## config.mk

```make
export PLATFORM = sky130hd
export DESIGN_NAME = conv1_window_gen
export DESIGN_NICKNAME = d
export VERILOG_FILES = /design/src/rtl/conv1_window_gen.sv
export SDC_FILE = /design/constraint.sdc
export NUM_CORES = 2
export LEC_CHECK = 0
export CAP_MARGIN = 25
export CORE_AREA = 2 2 467 469
export DETAILED_ROUTE_END_ITERATION = 10
export DIE_AREA = 0 0 469 471
export PLACE_DENSITY_LB_ADDON = 0.2
export SETUP_SLACK_MARGIN = 0.1
export SYNTH_ARGS = -nofsm -noshare
export SYNTH_HDL_FRONTEND = slang
export SYNTH_SLANG_ARGS = --single-unit
```

## constraint.sdc

```tcl
create_clock -name clk -period 1.8 [get_ports clk]
set_clock_uncertainty 0.15 [all_clocks]
set_input_delay 0.27 -clock clk [delete_from_list [all_inputs] [get_ports clk]]
set_output_delay 0.27 -clock clk [all_outputs]
set_load 0.02 [all_outputs]
```

## src/rtl/conv1_window_gen.sv

```systemverilog
// conv1_window_gen: turns a raster-order pixel stream into registered 3x3 windows
// for the conv1 filter stage. Only fully interior (no-padding) positions are emitted.
// Optional feature: define CONV1_WIN_COORD_EN to add out_row/out_col outputs
// carrying the output-map coordinate of each emitted window.
module conv1_window_gen #(
  parameter int unsigned DATA_W = 32,
  parameter int unsigned IMG_W  = 28,
  parameter int unsigned IMG_H  = 28
) (
  input  logic                     clk,
  input  logic                     rst_n,
  input  logic                     valid_in,
  input  logic [DATA_W-1:0]        pixel_in,
  output logic [DATA_W-1:0]        window [0:8],
  output logic                     valid_out,
`ifdef CONV1_WIN_COORD_EN
  output logic [$clog2(IMG_H)-1:0] out_row,
  output logic [$clog2(IMG_W)-1:0] out_col,
`endif
  output logic                     frame_done
);

  localparam int unsigned ColW    = $clog2(IMG_W);
  localparam int unsigned RowW    = $clog2(IMG_H);
  // Registered taps; together with the live pixel_in word they form the
  // 2*IMG_W+3 word line/pixel delay the window is cut from.
  localparam int unsigned NumTaps = 2 * IMG_W + 2;

  localparam logic [ColW-1:0] ColLast = ColW'(IMG_W - 1);
  localparam logic [RowW-1:0] RowLast = RowW'(IMG_H - 1);
  localparam logic [ColW-1:0] ColTwo  = ColW'(2);
  localparam logic [RowW-1:0] RowTwo  = RowW'(2);

  logic [DATA_W-1:0] r_taps   [NumTaps];
  logic [DATA_W-1:0] w_line   [NumTaps+1];
  logic [DATA_W-1:0] w_window [0:8];
  logic [ColW-1:0]   r_col, w_col_d;
  logic [RowW-1:0]   r_row, w_row_d;
  logic              w_win_valid;
  logic              w_last;

  // Delay line view: index 0 is the incoming pixel, index n is the pixel n beats older.
  always_comb begin
    w_line[0] = pixel_in;
    for (int i = 0; i < NumTaps; i++) begin
      w_line[i+1] = r_taps[i];
    end
  end

  // Cut the 3x3 window out of the delay line; window[8] is the newest pixel.
  always_comb begin
    for (int a = 0; a < 3; a++) begin
      for (int b = 0; b < 3; b++) begin
        w_window[3*a+b] = w_line[(2-a)*IMG_W + (2-b)];
      end
    end
  end

  // Raster position of the next accepted pixel; frames wrap with no flush.
  always_comb begin
    w_col_d = r_col;
    w_row_d = r_row;
    if (valid_in) begin
      if (r_col == ColLast) begin
        w_col_d = '0;
        w_row_d = (r_row == RowLast) ? '0 : r_row + 1'b1;
      end else begin
        w_col_d = r_col + 1'b1;
      end
    end
  end

  // A window is complete when the accepted pixel is at least two rows and two columns in.
  always_comb begin
    w_win_valid = valid_in && (r_row >= RowTwo) && (r_col >= ColTwo);
    w_last      = (r_row == RowLast) && (r_col == ColLast);
  end

  // Shift the delay line only on accepted beats.
  always_ff @(posedge clk or negedge rst_n) begin
    if (!rst_n) begin
      for (int i = 0; i < NumTaps; i++) begin
        r_taps[i] <= '0;
      end
    end else if (valid_in) begin
      for (int i = 0; i < NumTaps; i++) begin
        r_taps[i] <= w_line[i];
      end
    end
  end

  // Position counters.
  always_ff @(posedge clk or negedge rst_n) begin
    if (!rst_n) begin
      r_col <= '0;
      r_row <= '0;
    end else begin
      r_col <= w_col_d;
      r_row <= w_row_d;
    end
  end

  // Registered window outputs; the window holds between valid pulses.
  always_ff @(posedge clk or negedge rst_n) begin
    if (!rst_n) begin
      valid_out  <= 1'b0;
      frame_done <= 1'b0;
      for (int k = 0; k < 9; k++) begin
        window[k] <= '0;
      end
    end else begin
      valid_out  <= w_win_valid;
      frame_done <= w_win_valid && w_last;
      if (w_win_valid) begin
        for (int k = 0; k < 9; k++) begin
          window[k] <= w_window[k];
        end
      end
    end
  end

`ifdef CONV1_WIN_COORD_EN
  // Output-map coordinate of the window centre, updated with the window.
  always_ff @(posedge clk or negedge rst_n) begin
    if (!rst_n) begin
      out_row <= '0;
      out_col <= '0;
    end else if (w_win_valid) begin
      out_row <= r_row - RowTwo;
      out_col <= r_col - ColTwo;
    end
  end
`endif

endmodule

```

# [Word-level counts from Yosys, hierarchy flattened]
# Index checks and enable logic that the tools add are counted.
# Widths: inputs -> output; s select.
[classes] addsub=2 order_cmp=2 n_reduce_logical=5 muxes=2 n_eq_ne=2
[op_table] cell="$add 5x1->5 const B" count=2
[op_table] cell="$eq 5x5->1 const B" count=2
[op_table] cell="$ge 5x2->1 const B" count=2
[op_table] cell="$mux 5" count=2
[op_table] cell="$logic_and 1x1->1" count=4
[op_table] cell="$reduce_and 2->1" count=1
[totals] reg_bits=2156

# [Depth between registers and ports, before layout]
[logic_depth] word_depth=4 ltp_mapped=8 mapped_depth_nobuf=5

# [Least setup slack after synthesis]
# Ideal clock, no wire load.
[synth_path] kind="register to register" start="register r_row[0]" end="register window[206] in the netlist's numbering" path_stages_with_launch=8 path_buffers=2 setup_ns=0.087 arrival_time_ns=1.637 slack_ns=-0.074 cell_sequence="dfrtp_1 > inv_1 > ha_1 > nor2_1 > buf_2 > buf_1 > a31oi_1 > o211ai_1"
[synth_via] elab_chain_cells=3
[synth_rtl] item="start, declared" line="38" rtl="logic [RowW-1:0] r_row, w_row_d;"
[synth_rtl] item="start signal, assigned" line="99" rtl="r_row <= w_row_d;"
[synth_rtl] item="$ge 5x2->1" line="75" rtl="w_win_valid = valid_in && (r_row >= RowTwo) && (r_col >= ColTwo);"
[synth_rtl] item="$logic_and 1x1->1 (2 in a row)" line="75"
[synth_rtl] item="end signal, assigned by index" line="116" rtl="window[k] <= w_window[k];"
[synth_rtl] item="end, declared" line="14" rtl="output logic [DATA_W-1:0] window [0:8],"
# Every way passes these cells.
# A chain may end at the register's enable or synchronous reset.

# [Worst setup path after layout]
[layout_path] start="register r_col[3]" end="register window[178] in the netlist's numbering"
[layout_via] elab_chain_cells=2
[layout_rtl] item="start, declared" line="37" rtl="logic [ColW-1:0] r_col, w_col_d;"
[layout_rtl] item="start signal, assigned" line="98" rtl="r_col <= w_col_d;"
[layout_rtl] item="$ge 5x2->1" line="75"
[layout_rtl] item="$logic_and 1x1->1" line="75"
# Every way passes these cells.

==> results.ini <==
[synthesis]
synth-seq-area-share=0.627
synthDistinctLibCells=32
synth-xor-area-share=0
synth_top_family_by_area=multiplexers
syn_inst=5965
synth-simple-area-share=0.0393
synth-adder-area-share=0.000581
synthesis.nets=6004
synth_compound_area_frac=0.0650
netlist_area_um2=86100
synthMuxAreaShare=0.243
yosys_warnings=0
avgSynthCellArea_um2=14.4
ys_seq_elements=2156

[layout]
postLayoutCellArea_um2=106000
layout_commonest_cell=dfrtp_1
nets=6756
drive_gt1_frac=0.466
final_cell_mix=dfrtp_1 (2128), mux2_2 (1859), buf_4 (440)
fin_util=0.493
multiInputGateArea_um2=30100
syn_to_final_growth_pct=23.7
ff_latch_area_um2=54000
fin_cells=9756
n_fill_cell=18600

[route]
post_drt_wl_per_cell_um=19.9
finalWirelength_mm=194
dr.pass1.iters=5
vias=51600
drt_iter0_markers=3442
drc=0
post_drt_via_cell_ratio=5.29
drtAntennaViolNets=0

[placement]
dp_hpwl_mm=121
dpl_cell_area_um2=95100
dp_cells=9001
dp_slack_ps=-189
place.gp.congestion=0.820
portBuffers=324

[global_route]
antenna_found_initial=2
grt_max_degree=98
grt_util_met3=0.0305
grt_pass1_vias=52900
gr-total-overflow=0
globalRouteMet2Util=0.274
grt_util_met1=0.233
busiest_layer=met2
grt_usage=0.172
grt_pass1_wl_mm=306

[clock_tree]
cts_tree=built
numCtsBuffers=225
clock_latency_ps=830
cts-root-buf=clkbuf_16
cts_sinks=2156
clkSlewWorstSetupHoldPaths_ps=60
clockBufferDepth=3
h-tree-depth=4

[status]
failed_checks=setup timing
status=complete, but fails checks

[worst_hold_path]
hold_path.class=input port to flop

[job]
cap_viol_max_count=0

[critical_path]
cp.required_ps=2350
worstPathMaxFanout=26
crit_type=flop to flop
crit_path_start_kind=flop
arrival_ps=2490
end_kind=flop

[floorplan]
fp.dieW_um=469
die-area_um2=221000
rows=171
core_um2=216000
die-height_um=471
ios=325
initial_utilization=0.398

[timing]
period_needed_ps=1940
tightest_slew_ps=538
layout_setup_ws_ps=-141
setup_viol=470
fmax_mhz=515
finalCritPeriodShare=1.08
relSlewSlack=0.641
final_max_slew_viol_count=0
finalHoldViolCount=0
grt_setup_unrepaired=true
fin_hold_ws_ps=72.9

[power]
p_leak_uw=0.0480
power_density_nw_per_um2=1470
peakVddDrop_v=0.00105

-- sequential cells by signal, summed over array words and instances (netlist names) --
signal / cells
r_taps: 1856
window: 288
r_col: 5
r_row: 5
frame_done: 1
valid_out: 1
-- routing by layer --
layer | share of wire | vias to the layer above
li1 | - | 23200
met1 | 0.44 | 26800
met2 | 0.48 | 1161
met3 | 0.048 | 381
met4 | 0.040 | 0
met5 | 0 | -
-- cell usage after synthesis --
master        n  area [µm²]
a211oi_1      1        7.51
a21boi_0      1        7.51
a21o_1        2        15.0
a21oi_1       3        15.0
a31oi_1     289        1810
and3_1        2        12.5
and4b_1       3        30.0
buf_1         3        11.3
buf_2       215        1080
buf_4        15         113
buf_6        13         146
clkbuf_1    217         815
dfrtp_1    2156       54000
ha_1          4        50.1
inv_1         3        11.3
inv_2         1        3.75
mux2_2     1859       20900
nand2_1       5        18.8
nand2b_1      2        12.5
nand3_1     290        1450
nand4_1       1        6.26
nor2_1        3        11.3
nor2b_1     289        1810
nor3_1        1        5.00
nor4_1        1        6.26
o211ai_1    269        2020
o211ai_2     20         250
o21ai_0     291        1460
o21ai_1       2        10.0
o2bb2ai_1     1        8.76
or2_1         1        6.26
or3_1         2        12.5
-- metrics by stage --
step | total power (µW) | setup TNS, ps
after floorplan | 88900 | 0
after global placement | 104000 | -20270
after detailed placement | 105000 | -28420
after CTS | 156000 | -45220
after global routing | 165000 | -62430
final | 157000 | -22370
-- worst paths after layout --
| check | cells after the start | slack [ps] | startpoint | to |
|---|---|---|---|---|
| worst max register to register | 6 | -140 | r_col[3] | window[178] |
| worst max-delay path | 6 | -140 | r_col[3] | window[178] |
| worst min register to register | 1 | 340 | r_taps[276] | r_taps[244] |
| worst min-delay path | 3 | 70 | pixel_in[27] | window[27] |
| max in group asynchronous | 3 | 680 | rst_n | window[283] |
| min in group asynchronous | 3 | 150 | rst_n | window[180] |
-- cell type report --
cell class,count,area share
inverters,4,0.000212
clock buffers,344,0.0628
repair buffers,988,0.105
flip-flops and latches,2156,0.507
diodes,3,0.0000705
clock inverters,65,0.00801
well taps,2854,0.0335
multi-input cells,3342,0.283
-- critical path, stage by stage (launching register included) --
cell,delay [ps]
dfrtp_1,410
nor4_4,310
buf_4,160
a21o_4,200
buf_12,190
buf_16,190
o211ai_1,120
-- repair_timing --
| item | CTS | global route |
|---|---|---|
| setup endpoints to repair | 580 | 585 |
| gates cloned | 3 | 26 |
| pin swaps | 35 | 34 |
| endpoints found under the hold margin | 2383 | 0 |
| resized for setup | 1817 | 55 |
| buffers inserted | 271 | 11 |
| hold buffers | 32 | 0 |
-- power breakdown --
group          switching [µW]  internal [µW]  total [µW]
clock                   19300          27400       46700
combinational           20500          22400       43000
sequential               7460          59800       67200
total                   47300         110000      157000
-- logic make-up (layout without fill, tap and decap cells) --
kind of cell               Yosys count  count (layout)
muxes                             1859            1859
adders and majority gates            4               4
buffers and inverters              467            1401
DFF                               2156            2156
and+or+nand+nor                    600             600
other                                0               3
AOI/OAI and AO/OA                  879             879
No activity file was read; power rests on OpenSTA's default activity.
